`config.mk`:
```
export PLATFORM = sky130hd
export DESIGN_NAME = state_ball
export DESIGN_NICKNAME = d
export VERILOG_FILES = /design/src/rtl/pong_pkg.sv /design/src/rtl/state_ball_tick_gen.sv /design/src/rtl/state_ball.sv
export SDC_FILE = /design/constraint.sdc
export NUM_CORES = 1
export LEC_CHECK = 0
export ABC_AREA = 0
export BUFFER_PORTS_ARGS = -buffer_cell sky130_fd_sc_hd__buf_2
export CAP_MARGIN = 20
export CORE_UTILIZATION = 43
export CTS_BUF_LIST = sky130_fd_sc_hd__clkbuf_2 sky130_fd_sc_hd__clkbuf_4 sky130_fd_sc_hd__clkbuf_8
export CTS_CLUSTER_SIZE = 10
export DETAILED_ROUTE_END_ITERATION = 8
export GPL_ROUTABILITY_DRIVEN = 0
export GPL_TIMING_DRIVEN = 0
export PLACE_DENSITY_LB_ADDON = 0.05
export SYNTH_ARGS = -nofsm -noshare
export SYNTH_HDL_FRONTEND = slang
export SYNTH_SLANG_ARGS = --single-unit
```
`constraint.sdc`:
```
create_clock -name clk -period 2.9 [get_ports clk]
set_clock_uncertainty 0.2 [all_clocks]
set_input_delay 0.145 -clock clk [delete_from_list [all_inputs] [get_ports clk]]
set_output_delay 0.145 -clock clk [all_outputs]
set_load 0.1 [all_outputs]
```
`src/rtl/pong_pkg.sv`:
```
// Shared definitions for the pong pipeline stages: FSM and direction
// encodings plus the grid geometry the paddle and ball stages must agree on.
package pong_pkg;

    // Default playfield geometry shared by the paddle and ball stages.
    localparam int GRID_BIT_WIDTH = 3;
    localparam int GRID_ROW_BITS  = 3;
    localparam int PADDLE_SIZE    = 2;

    // Ball stage FSM states.
    typedef enum logic [1:0] {
        IDLE  = 2'd0,
        SERVE = 2'd1,
        MOVE  = 2'd2,
        MISS  = 2'd3
    } state_t;

    // Direction of travel along one axis (POS = right / down).
    typedef enum logic {
        DIR_POS = 1'b0,
        DIR_NEG = 1'b1
    } dir_t;

endpackage

```
`src/rtl/state_ball_tick_gen.sv`:
```
// Step prescaler: counts 0..TICK-1 while run is high and raises step during
// the cycle the count sits at TICK-1. Dropping run clears the count at once.
module tick_gen #(
    parameter int TICK      = 12500000,
    parameter int TICK_BITS = 24
) (
    input  logic clk,
    input  logic rst,
    input  logic run,
    output logic step
);

    localparam logic [TICK_BITS-1:0] TICK_LAST = TICK_BITS'(TICK - 1);

    logic [TICK_BITS-1:0] cnt_q;
    logic [TICK_BITS-1:0] cnt_d;

    // Next count: wrap at TICK-1, forced to zero while not running.
    always_comb begin
        cnt_d = cnt_q;
        if (!run) begin
            cnt_d = '0;
        end else if (cnt_q == TICK_LAST) begin
            cnt_d = '0;
        end else begin
            cnt_d = cnt_q + 1'b1;
        end
    end

    // Count register with synchronous reset.
    always_ff @(posedge clk) begin
        if (rst) begin
            cnt_q <= '0;
        end else begin
            cnt_q <= cnt_d;
        end
    end

    assign step = run && (cnt_q == TICK_LAST);

endmodule

```
`src/rtl/state_ball.sv`:
```
// Ball motion stage: moves the ball one diagonal cell per step, reflects off
// the side and top walls, scores paddle returns and flags misses.
// There is no handshake: paddle_left is sampled in the step cycle, and all
// outputs are registered, updating one clk after the step cycle.
// dbg_state mirrors the FSM register for observation.
module state_ball
    import pong_pkg::*;
#(
    parameter int BIT_WIDTH  = GRID_BIT_WIDTH,
    parameter int ROW_BITS   = GRID_ROW_BITS,
    parameter int SIZE       = PADDLE_SIZE,
    parameter int SERVE_X    = 3,
    parameter int TICK       = 12500000,
    parameter int TICK_BITS  = 24,
    parameter int SCORE_BITS = 4
) (
    input  logic                  clk,
    input  logic                  rst,
    input  logic                  en,
    input  logic [BIT_WIDTH-1:0]  paddle_left,
    output logic [BIT_WIDTH-1:0]  ball_x,
    output logic [ROW_BITS-1:0]   ball_y,
    output logic                  hit,
    output logic                  miss,
    output logic [SCORE_BITS-1:0] score,
    output logic [1:0]            dbg_state
);

    localparam logic [BIT_WIDTH-1:0]  MAX_X     = '1;
    localparam logic [ROW_BITS-1:0]   MAX_Y     = '1;
    localparam logic [BIT_WIDTH-1:0]  X_SERVE   = BIT_WIDTH'(SERVE_X);
    localparam logic [SCORE_BITS-1:0] SCORE_MAX = '1;
    localparam logic [BIT_WIDTH:0]    SPAN      = (BIT_WIDTH + 1)'(SIZE - 1);

    state_t                state_q, state_d;
    logic [BIT_WIDTH-1:0]  x_q, x_d;
    logic [ROW_BITS-1:0]   y_q, y_d;
    dir_t                  dx_q, dx_d;
    dir_t                  dy_q, dy_d;
    logic [SCORE_BITS-1:0] score_q, score_d;
    logic                  hit_q, hit_d;
    logic                  miss_q, miss_d;

    logic                  step;
    logic                  run;
    logic [BIT_WIDTH-1:0]  x_step;
    dir_t                  dx_step;
    logic [BIT_WIDTH:0]    x_ext;
    logic [BIT_WIDTH:0]    pl_ext;
    logic                  paddle_hit;

    // The prescaler only runs in an active state with the game enabled, so
    // dropping en also suppresses a step landing in the same cycle.
    assign run = (state_q != IDLE) && en;

    tick_gen #(
        .TICK      (TICK),
        .TICK_BITS (TICK_BITS)
    ) u_tick (
        .clk  (clk),
        .rst  (rst),
        .run  (run),
        .step (step)
    );

    // Paddle coverage compared one bit wider so the right edge never wraps.
    assign x_ext      = {1'b0, x_q};
    assign pl_ext     = {1'b0, paddle_left};
    assign paddle_hit = (x_ext >= pl_ext) && (x_ext <= pl_ext + SPAN);

    // Horizontal move with side-wall reflection.
    always_comb begin
        x_step  = x_q;
        dx_step = dx_q;
        if (dx_q == DIR_POS) begin
            if (x_q == MAX_X) begin
                x_step  = MAX_X - 1'b1;
                dx_step = DIR_NEG;
            end else begin
                x_step = x_q + 1'b1;
            end
        end else begin
            if (x_q == '0) begin
                x_step  = BIT_WIDTH'(1);
                dx_step = DIR_POS;
            end else begin
                x_step = x_q - 1'b1;
            end
        end
    end

    // Next-state, vertical move, paddle check and pulse generation.
    always_comb begin
        state_d = state_q;
        x_d     = x_q;
        y_d     = y_q;
        dx_d    = dx_q;
        dy_d    = dy_q;
        score_d = score_q;
        hit_d   = 1'b0;
        miss_d  = 1'b0;
        if (!en) begin
            state_d = IDLE;
            x_d     = X_SERVE;
            y_d     = '0;
            dx_d    = DIR_POS;
            dy_d    = DIR_POS;
        end else begin
            case (state_q)
                IDLE: begin
                    state_d = SERVE;
                    x_d     = X_SERVE;
                    y_d     = '0;
                    dx_d    = DIR_POS;
                    dy_d    = DIR_POS;
                end
                SERVE: begin
                    if (step) begin
                        state_d = MOVE;
                    end
                end
                MOVE: begin
                    if (step) begin
                        if (dy_q == DIR_NEG && y_q == '0) begin
                            y_d  = ROW_BITS'(1);
                            dy_d = DIR_POS;
                            x_d  = x_step;
                            dx_d = dx_step;
                        end else if (dy_q == DIR_POS && y_q == MAX_Y - 1'b1) begin
                            if (paddle_hit) begin
                                y_d   = MAX_Y - ROW_BITS'(2);
                                dy_d  = DIR_NEG;
                                x_d   = x_step;
                                dx_d  = dx_step;
                                hit_d = 1'b1;
                                if (score_q != SCORE_MAX) begin
                                    score_d = score_q + 1'b1;
                                end
                            end else begin
                                y_d     = MAX_Y;
                                miss_d  = 1'b1;
                                state_d = MISS;
                            end
                        end else begin
                            y_d  = (dy_q == DIR_POS) ? y_q + 1'b1 : y_q - 1'b1;
                            x_d  = x_step;
                            dx_d = dx_step;
                        end
                    end
                end
                MISS: begin
                    if (step) begin
                        score_d = '0;
                        x_d     = X_SERVE;
                        y_d     = '0;
                        dx_d    = DIR_POS;
                        dy_d    = DIR_POS;
                        state_d = SERVE;
                    end
                end
                default: begin
                    state_d = IDLE;
                end
            endcase
        end
    end

    // State and output registers with synchronous reset.
    always_ff @(posedge clk) begin
        if (rst) begin
            state_q <= IDLE;
            x_q     <= X_SERVE;
            y_q     <= '0;
            dx_q    <= DIR_POS;
            dy_q    <= DIR_POS;
            score_q <= '0;
            hit_q   <= 1'b0;
            miss_q  <= 1'b0;
        end else begin
            state_q <= state_d;
            x_q     <= x_d;
            y_q     <= y_d;
            dx_q    <= dx_d;
            dy_q    <= dy_d;
            score_q <= score_d;
            hit_q   <= hit_d;
            miss_q  <= miss_d;
        end
    end

    assign ball_x    = x_q;
    assign ball_y    = y_q;
    assign hit       = hit_q;
    assign miss      = miss_q;
    assign score     = score_q;
    assign dbg_state = state_q;

endmodule

```
==> summary.txt <==
Setup path
  – Crit-path cells: ha_1 -> a21oi_1 -> o21ai_0 -> a21oi_1 -> o21bai_1 -> a21oi_2 -> mux2i_1
  – CP Max Fanout: 9
  – Worst Path Required: 2.92 ns
  – Critical Path Slowest Stage Cell: a21oi_1
  – CP top delay family: compound AO/OA/AOI/OAI gates
  – Nature of the critical path startpoint: flop
  – Buf/Inv on CP: 0
  – CP dominant cell by count: a21oi_1
  – Crit path kind: reg2reg
  – Worst setup EP type: flop
  – CP max stage delay: 0.66 ns
  – Critical path arrival: 2.71 ns

Yosys
  – Mapped Cells: 277
  – Area share of the largest cell type after synthesis: 0.342
  – XOR/XNOR Fraction of Synth Area: 0.0823
  – Largest family of logic cells by synthesized area: simple AND/OR/NAND/NOR gates
  – Sequential area share after synthesis: 0.342
  – Mapped Nets: 302
  – Yosys cell types: 52
  – Leading area contributor after synthesis: dfxtp_1
  – Synth Cell Area: 2340 um^2
  – Post-synthesis compound-gate area fraction: 0.154
  – Proportion of synthesized area in mux cells: 0.0128
  – Synth top area cells: dfxtp_1, ha_1, nor2_1
  – Yosys reg bits: 40
  – Yosys warns: 0
  – Simple-gate share of the synthesized area: 0.265
  – Adder-Cell Fraction of Synth Area: 0.105
  – Synthesized area per cell: 8.46 um^2
  – Count leader, synth: dfxtp_1
  – Top post-synthesis cells by count: dfxtp_1, nor2_1, nand2_1
  – Ys async rst share: 0
  – Post-synth EDFFs: 0
  – Top_reg_cell synth: dfxtp_1

Final layout
  – Layout cells sized above 1: 0.134
  – # diodes: 0
  – Final nets: 329
  – Final instance area: 2650 um^2
  – FILL cells: 507
  – Synthesis-to-layout area growth: 13.1%

Floorplanning
  – Die width: 75.8 um
  – Die span in y: 75.8 um
  – Num rows: 26
  – Initial Util: 0.453
  – Die Area: 5750 um^2
  – Num ports: 20
  – Core ar.: 5170 um^2

Detailed routing
  – Routed Wire Length: 4800 um
  – Vias: 1932
  – Routed length per instance: 12.8 um
  – Drc violations: 0
  – DR pass1 iterations: 4
  – Avg Vias per Cell: 5.15
  – Final ANT Viol Nets: 0
  – Initial DRC count: 73

Pwr
  – Sw Ratio: 0.247
  – Pwr dens: 427 nW/um^2
  – Psw: 0.000280 W
  – Worst IR Drop VDD: 0.218 mV
  – Pint: 0.000851 W
  – Pleak: 1.05 nW
  – Flop pwr share: 0.493
  – Comb power frac: 0.098
  – Clock Power Share: 0.409

GRT
  – Global Route Usage Sum: 0.187
  – Overflow after GRT: 0
  – First-pass GRT wire length: 8110 um
  – Initial antenna violation count: 0
  – Largest net degree at the start of global routing: 13
  – Vias in the first global route: 1777

Min path
  – Worst min path class: in2reg

Timing
  – Max Fclk: 371 MHz
  – Final Hold Viols: 0
  – Setup TNS: 0 ns
  – Final critical-path share of the clock period: 0.931
  – RSZ-0062 raised after global routing: false
  – Max-slew violation count: 0
  – Final min period: 2.70 ns
  – Worst slew pin tran: 0.753 ns
  – Max-slew headroom: 0.498
  – Final setup viols: 0

Run
  – Max-cap viol count: 0

CTS
  – CTS H-tree depth: 2
  – CTS root buf: clkbuf_8
  – Clock Tree Buf Depth: 2
  – Clock sink count: 40
  – Clock insertion delay at the later pin of the skew report: 0.29 ns
  – TritonCTS clock tree: yes
  – CTS clk-pin slew, worst paths: 0.08 ns
  – CTS Buf Count: 5

Place
  – DP Area: 2530 um^2
  – PortBufs: 19
  – HPWL reported at the end of detailed placement: 3540 um

Outcome
  – Status: completed
cell type report:
cell class / instances / area, um^2 / area share
Multi-Input combinational cell: 214 / 1450 / 0.548
Sequential cell: 40 / 803 / 0.303
Timing Repair Buffer: 20 / 105 / 0.0397
Tap cell: 70 / 87.6 / 0.0331
Clock buffer: 6 / 76.3 / 0.0288
Inverter: 18 / 67.6 / 0.0255
Clock inverter: 2 / 35.0 / 0.0132
Buffer: 5 / 22.5 / 0.00850
path summary, 6_finish.rpt:
path	from	end	slack, ns	cells past startpoint
worst max-delay path	ball_x[2]$_SDFFE_PP0P_	ball_x[2]$_SDFFE_PP0P_	0.20	7
worst min-delay path	en	ball_x[0]$_SDFFE_PP1P_	0.1	3
worst max register to register	ball_x[2]$_SDFFE_PP0P_	ball_x[2]$_SDFFE_PP0P_	0.20	7
worst min register to register	u_tick.cnt_q[0]$_SDFF_PP0_	u_tick.cnt_q[0]$_SDFF_PP0_	0.28	1
metal layers:
metal | GRT usage | vias up | wire length [um]
met4 | 0.0617 | 0 | 63
met3 | 0.0410 | 7 | 111
met2 | 0.316 | 13 | 2300
met1 | 0.235 | 883 | 2320
met5 | 0 | - | 0
li1 | - | 1029 | -
metrics by stage:
step	power, W	utilization	hold WS, ns	cells	setup WS [ns]
after floorplan	0.000654	-	0.0141	277	0.00153
after global placement	0.000678	0.489	0.206	366	0.0783
after detailed placement	0.000680	0.489	0.210	366	0.0243
after CTS	0.00114	0.512	0.0863	375	0.210
after global routing	0.00117	0.512	0.130	375	0.0223
final	0.00113	0.512	0.0973	375	0.201
power groups by stage:
stage / sequential [W] / combinational (W) / clock, W
2_1_floorplan: 0.000589 / 0.0000648 / 0
3_3_place_gp: 0.000570 / 0.000108 / 0
3_5_place_dp: 0.000570 / 0.000109 / 0
4_1_cts: 0.000557 / 0.000111 / 0.000476
5_1_grt: 0.000558 / 0.000123 / 0.000493
6_report: 0.000557 / 0.000111 / 0.000463
placed cells by master, fill, tap and decap left out, drive strengths merged, types with 2 or more instances in the layout:
cell type / count
dfxtp: 40
nor2: 34
nand2: 23
buf: 22
a21oi: 19
inv: 18
ha: 18
nand3: 17
xor2: 12
o21ai: 12
xnor2: 10
and3: 10
clkbuf: 8
nor3: 5
nand4: 5
nor2b: 4
and4: 4
a21o: 3
a31oi: 3
mux2i: 3
o211ai: 3
and2: 2
or3: 2
nor3b: 2
and4b: 2
a211oi: 2
repair_timing:
action | in CTS | in global routing
setup buffers | 0 | 0
hold endpoints to repair | 4 | 0
hold buffers | 1 | 0
resized for setup | 0 | 0
worst min-delay path: stages:
cell      delay, ns
buf_2          0.12
nor2b_1        0.19
o211ai_1       0.10
registers in the layout, summed over array words and instances, names as in the netlist, 2 cells and up:
register,cells
dbg_state,2
ball_x,3
ball_y,3
u_tick.cnt_q,24
score,4
kinds of logic after synthesis:
logic type | after synthesis
simple gates | 117
compound gates | 53
flops | 40
buf+inv | 23
xor+xnor | 22
fa+ha+maj | 19
mux | 3
(Power assumes the default switching activity.)
